`config.mk`:
```
export PLATFORM = sky130hd
export DESIGN_NAME = ppi_strobed_port
export DESIGN_NICKNAME = d
export VERILOG_FILES = /design/src/rtl/ppi_strobed_port.sv
export SDC_FILE = /design/constraint.sdc
export NUM_CORES = 1
export LEC_CHECK = 0
export BUFFER_PORTS_ARGS = -buffer_cell sky130_fd_sc_hd__buf_2
export CAP_MARGIN = 20
export CELL_PAD_IN_SITES_DETAIL_PLACEMENT = 1
export CELL_PAD_IN_SITES_GLOBAL_PLACEMENT = 2
export CORE_ASPECT_RATIO = 1.5
export CORE_UTILIZATION = 28
export DETAILED_ROUTE_END_ITERATION = 16
export MAX_ROUTING_LAYER = met4
export PLACE_DENSITY_LB_ADDON = 0.1
export SLEW_MARGIN = 20
export SYNTH_ARGS = -nofsm -noshare
export SYNTH_HDL_FRONTEND = slang
export SYNTH_SLANG_ARGS = --single-unit
```
`constraint.sdc`:
```
create_clock -name clk -period 1.6 [get_ports clk]
set_input_delay 0.16 -clock clk [delete_from_list [all_inputs] [get_ports clk]]
set_output_delay 0.16 -clock clk [all_outputs]
set_load 0.03 [all_outputs]
```
`src/rtl/ppi_strobed_port.sv`:
```
// Single strobed 8255-style port: control-word decode, synchronised strobe/ack
// handshake, input/output latches and the IBF/OBF/INTR flag set.
module ppi_strobed_port #(
  parameter int DATA_W   = 8,
  parameter int INTE_BIT = 4
) (
  input  logic              clk,
  input  logic              Reset,
  input  logic              cfg_valid,
  input  logic [7:0]        cfg_word,
  input  logic              wr_en,
  input  logic [DATA_W-1:0] wr_data,
  input  logic              rd_en,
  output logic [DATA_W-1:0] rd_data,
  input  logic [DATA_W-1:0] port_in,
  output logic [DATA_W-1:0] port_out,
  output logic              port_oe,
  input  logic              stb_n,
  input  logic              ack_n,
  output logic              ibf,
  output logic              obf_n,
  output logic              intr,
  output logic [5:0]        status
);

  localparam logic [2:0] INTE_SEL = 3'(INTE_BIT);

  typedef enum logic [1:0] {
    ST_IDLE,
    ST_FULL,
    ST_OBF,
    ST_WAIT_ACK_HI
  } state_e;

  state_e state_q, state_d;

  logic              dir_q, dir_d;
  logic [DATA_W-1:0] in_latch_q, in_latch_d;
  logic [DATA_W-1:0] out_latch_q, out_latch_d;
  logic              ibf_q, ibf_d;
  logic              obf_n_q, obf_n_d;
  logic              intr_q, intr_d;
  logic              inte_q, inte_d;
  logic              ovr_q, ovr_d;

  logic [1:0] stb_sync_q, ack_sync_q;
  logic       stb_prev_q, ack_prev_q;
  logic       stb_fall, stb_rise, ack_fall, ack_rise;
  logic       mode_set, bsr_inte;

  // Bits 6:5 of the control word carry no meaning for a single port.
  logic unused_cfg_bits;
  assign unused_cfg_bits = ^cfg_word[6:5];

  // Pins idle high, so the synchronisers reset to 1 to avoid a false edge.
  always_ff @(posedge clk or posedge Reset) begin
    if (Reset) begin
      stb_sync_q <= 2'b11;
      ack_sync_q <= 2'b11;
      stb_prev_q <= 1'b1;
      ack_prev_q <= 1'b1;
    end else begin
      // NOTE: non-blocking assignments make every flop sample the pre-edge value,
      // which is what turns this into a real two-stage shift chain.
      stb_sync_q <= {stb_sync_q[0], stb_n};
      ack_sync_q <= {ack_sync_q[0], ack_n};
      stb_prev_q <= stb_sync_q[1];
      ack_prev_q <= ack_sync_q[1];
    end
  end

  assign stb_fall = stb_prev_q & ~stb_sync_q[1];
  assign stb_rise = ~stb_prev_q & stb_sync_q[1];
  assign ack_fall = ack_prev_q & ~ack_sync_q[1];
  assign ack_rise = ~ack_prev_q & ack_sync_q[1];

  assign mode_set = cfg_valid & cfg_word[7];
  assign bsr_inte = cfg_valid & ~cfg_word[7] & (cfg_word[3:1] == INTE_SEL);

  // State register and all datapath/flag registers.
  always_ff @(posedge clk or posedge Reset) begin
    if (Reset) begin
      state_q     <= ST_IDLE;
      dir_q       <= 1'b1;
      in_latch_q  <= '0;
      out_latch_q <= '0;
      ibf_q       <= 1'b0;
      obf_n_q     <= 1'b1;
      intr_q      <= 1'b0;
      inte_q      <= 1'b0;
      ovr_q       <= 1'b0;
    end else begin
      state_q     <= state_d;
      dir_q       <= dir_d;
      in_latch_q  <= in_latch_d;
      out_latch_q <= out_latch_d;
      ibf_q       <= ibf_d;
      obf_n_q     <= obf_n_d;
      intr_q      <= intr_d;
      inte_q      <= inte_d;
      ovr_q       <= ovr_d;
    end
  end

  // Next-state logic; a control-word write pre-empts all port activity.
  always_comb begin
    // NOTE: every output of this block is given a hold default first, so no
    // path through the branches below can infer a latch.
    state_d     = state_q;
    dir_d       = dir_q;
    in_latch_d  = in_latch_q;
    out_latch_d = out_latch_q;
    ibf_d       = ibf_q;
    obf_n_d     = obf_n_q;
    intr_d      = intr_q;
    inte_d      = inte_q;
    ovr_d       = ovr_q;

    if (mode_set) begin
      state_d     = ST_IDLE;
      dir_d       = cfg_word[4];
      in_latch_d  = '0;
      out_latch_d = '0;
      ibf_d       = 1'b0;
      obf_n_d     = 1'b1;
      intr_d      = 1'b0;
      inte_d      = 1'b0;
      ovr_d       = 1'b0;
    end else if (cfg_valid) begin
      if (bsr_inte) begin
        inte_d = cfg_word[0];
      end
    end else if (dir_q) begin
      if (stb_rise && ibf_q && inte_q) begin
        intr_d = 1'b1;
      end
      unique case (state_q)
        ST_IDLE: begin
          if (stb_fall) begin
            in_latch_d = port_in;
            ibf_d      = 1'b1;
            state_d    = ST_FULL;
          end
        end
        ST_FULL: begin
          if (rd_en && stb_fall) begin
            // Old byte goes out on rd_data this cycle; the new one replaces it.
            in_latch_d = port_in;
          end else if (rd_en) begin
            ibf_d   = 1'b0;
            intr_d  = 1'b0;
            state_d = ST_IDLE;
          end else if (stb_fall) begin
            ovr_d = 1'b1;
          end
        end
        default: state_d = ST_IDLE;
      endcase
    end else begin
      if (wr_en) begin
        out_latch_d = wr_data;
        if (!obf_n_q) begin
          ovr_d = 1'b1;
        end
        obf_n_d = 1'b0;
        intr_d  = 1'b0;
        state_d = ST_OBF;
      end else begin
        unique case (state_q)
          ST_IDLE: ;
          ST_OBF: begin
            if (ack_fall) begin
              obf_n_d = 1'b1;
              state_d = ST_WAIT_ACK_HI;
            end
          end
          ST_WAIT_ACK_HI: begin
            if (ack_rise) begin
              intr_d  = inte_q;
              state_d = ST_IDLE;
            end
          end
          default: state_d = ST_IDLE;
        endcase
      end
    end
  end

  // Outputs are straight decodes of registered state.
  always_comb begin
    port_oe  = ~dir_q;
    port_out = out_latch_q;
    rd_data  = dir_q ? in_latch_q : out_latch_q;
    ibf      = ibf_q;
    obf_n    = obf_n_q;
    intr     = intr_q;
    status   = {ovr_q, dir_q, inte_q, intr_q, ibf_q, ~obf_n_q};
  end

endmodule

```
==> metrics.csv <==
stage,metric,value,unit
yosys,Post-Synthesis Cells,161,
cells_and_area,fin nets,256,
job,max cap viols,0,
floorplanning,DIE HEIGHT,92.7,µm
cells_and_area,"non-filler cells, final",294,
drt,Iter 0 DRT Violations,37,
sta,final worst-path cycle share,1.02,
placed_design,hpwl dp,3.18,mm
critical_path,Crit Path Class,reg2out,
critical_path,CP Capture Type,output pin,
placed_design,Port Buffers,54,
sta,fmax,0.613,GHz
yosys,Ys Warns,0,
clock_tree,clock sink count,30,
critical_path,r2r worst-path depth,5,
power_and_ir_drop,Lkg Pwr,1.04,nW
drt,final wirelength,4.36,mm
critical_path,CP max FO,7,
global_routing,largest net degree at the start of global routing,31,
sta,final setup TNS,-0.153,ns
floorplanning,core region area,5200,µm²
sta,Final Hold Vio Count,0,
power_and_ir_drop,maximum vdd drop,0.000545,V
clock_tree,CTS tree,built,
sta,Max transition margin,0.679,
critical_path,reg2reg end,state_q[0],
cells_and_area,Layout area overhead,39.7,%
sta,Max Clock Skew,0.00587,ns
sta,RSZ-0062 raised after global routing,true,
cells_and_area,Filler cells,640,
global_routing,first-pass GRT wire length,7.27,mm
hold_path,Hold Path Sink,port_out[7],
status,failing checks,negative setup slack,
critical_path,worst reg2reg setup slack,0.01,ns
sta,final setup margin,-0.0310,ns
hold_path,hold depth,3,
drt,via count,1397,
cells_and_area,# diodes,0,
hold_path,Min-Delay Path Class,in2reg,
yosys,Synth Register Bits,30,
clock_tree,root buffer cell,clkbuf_8,
clock_tree,CTS buffer count,5,
yosys,Syn Area/Cell,9.54,µm²
critical_path,Critical Path RT,1.44,ns
clock_tree,CTS H-tree depth,2,
yosys,sequential fraction of the synthesis area,0.496,
clock_tree,Clock Tree Buf Depth,2,
sta,Worst-Margin Slew,0.476,ns
clock_tree,"Clk Latency, worst-skew pair",0.27,ns
yosys,syn nets,192,
clock_tree,"Clk pin slew, worst setup/hold paths",0.07,ns
floorplanning,Die Footprint,5790,µm²
power_and_ir_drop,pwr dens,1150,nW/µm²
cells_and_area,share of the core filled with cells,0.412,
global_routing,vias in the first global route,1515,
power_and_ir_drop,Tot Pwr,2.47,mW
yosys,Netlist cell types,37,
floorplanning,Die Wd,62.5,µm
placed_design,dpl cells,278,
drt,vias per std cell,4.75,
placed_design,setup slack at placement,0.0537,ns
sta,Final Critical Period,1.63,ns
sta,Final setup viols,6,
status,status,"complete, but fails checks",
global_routing,Global Route Usage Sum,0.168,
sta,hold_ws,0.0973,ns
floorplanning,Initial Utilization,0.295,
critical_path,Critical Path AT,1.47,ns
placed_design,"Cell Area, Placed",1870,µm²
cells_and_area,design area,2140,µm²
sta,final slew viol count,0,
global_routing,total gr overflow,0,
drt,drt first pass iters,6,
global_routing,initial antenna violation count,0,
floorplanning,Rows,32,
placed_design,GP Congestion,0.778,
drt,DR DRC count,0,
hold_path,Hold Startpoint,wr_data[7],
drt,WL/cell,14.8,µm
critical_path,Setup crit start kind,register,
critical_path,FF-to-FF Start,dir_q,
floorplanning,Ports,57,
yosys,Post-Synthesis Cell Area,1540,µm²
cells_and_area,ratio of cells with drive above 1 in the final layout,0.438,
drt,Final ANT Viol Nets,0,
[cells in the final DEF (no fill, tap or decap), types with 4 or more instances in the layout]
master / netlist / layout
clkbuf_8: 0 / 6
buf_4: 6 / 11
dfrtp_1: 22 / 22
o21ai_1: 18 / 18
mux2_4: 0 / 8
nor2_1: 8 / 8
buf_2: 6 / 46
dfstp_2: 8 / 8
inv_1: 4 / 4
nand2_1: 41 / 41
buf_6: 1 / 10
a21oi_1: 4 / 4
[state kept, by name, summed over array words and instances, names as in the netlist]
register and cells:
ack_prev_q 1, ack_sync_q 2, dir_q 1, ibf 1, in_latch_q 8, inte_q 1, intr 1, obf_n 1
ovr_q 1, port_out 8, state_q 2, stb_prev_q 1, stb_sync_q 2
[how the worst max path moves through the flow]
stage                     start         end  slack [ns]  cells past startpoint
after global routing      dir_q  rd_data[5]       -0.07                      3
after global placement    dir_q         ibf        0.06                      4
after floorplan           dir_q         ibf        0.16                      4
after CTS                 dir_q         ibf       -0.03                      5
final                     dir_q  rd_data[6]       -0.03                      3
after detailed placement  dir_q  state_q[1]        0.05                      5
[cell type report]
type | instances | area (µm²) | area share
clock buffers | 7 | 86.3 | 0.0403
clock inverters | 1 | 5.00 | 0.00233
inverters | 4 | 15.0 | 0.00700
multi-input cells | 113 | 722 | 0.337
flip-flops and latches | 30 | 761 | 0.355
well taps | 68 | 85.1 | 0.0397
repair buffers | 71 | 470 | 0.219
[what timing repair did]
action / in CTS / in global routing
endpoints found under the setup margin: 8 / 26
hold buffers: 3 / 0
pin swaps: 0 / 3
resized for setup: 29 / 5
endpoints found under the hold margin: 24 / 0
setup buffers: 4 / 1
[layer usage]
layer	routed length, µm	vias up	track usage
met5	0	-	-
met4	55	0	0.0581
met3	169	4	0.0357
met2	2410	35	0.297
met1	1720	686	0.186
li1	-	672	-
[report_power, final]
group | switching (mW) | total [mW] | leakage (nW) | internal, mW
Clock | 0.276 | 0.623 | 0.0482 | 0.346
Combinational | 0.494 | 0.870 | 0.624 | 0.376
Sequential | 0.107 | 0.979 | 0.368 | 0.872
[cell families (layout without fill, tap and decap cells)]
logic type,count (synthesis),after routing,synth area share
buf+inv,18,83,0.0685
simple gates,65,65,0.200
flops,30,30,0.496
mux,10,10,0.0717
compound gates,38,38,0.164
[Yosys cell counts]
library cell  count  share of area
nand2_1          41           0.10
dfrtp_1          22           0.36
o21ai_1          18          0.059
dfstp_2           8           0.14
mux2_2            8          0.059
nor2_1            8          0.020
buf_2             6          0.020
buf_4             6          0.029
a21oi_1           4          0.013
inv_1             4         0.0098
nand2b_1          3          0.012
nor3_1            3         0.0098
a211o_1           2          0.011
and2_1            2         0.0081
mux2i_1           2          0.013
nor2b_1           2         0.0081
o21ai_0           2         0.0065
a211oi_1          1         0.0049
a21boi_0          1         0.0049
a2bb2oi_1         1         0.0057
a31o_1            1         0.0057
a31oi_1           1         0.0041
a31oi_4           1          0.014
a32o_1            1         0.0065
a32oi_1           1         0.0057
and4b_1           1         0.0065
and4bb_1          1         0.0081
buf_6             1         0.0073
clkbuf_1          1         0.0024
nand2_4           1         0.0073
nor3b_2           1         0.0081
nor4bb_1          1         0.0065
o2111ai_1         1         0.0057
o211ai_1          1         0.0049
o31ai_1           1         0.0049
o32a_2            1         0.0073
or3b_1            1         0.0057
[worst max-delay path, stage by stage (launching register included)]
cell     delay, ns
dfstp_2       0.59
buf_8         0.15
mux2_4        0.31
buf_6         0.14
Power figures use the tool's default switching activity.
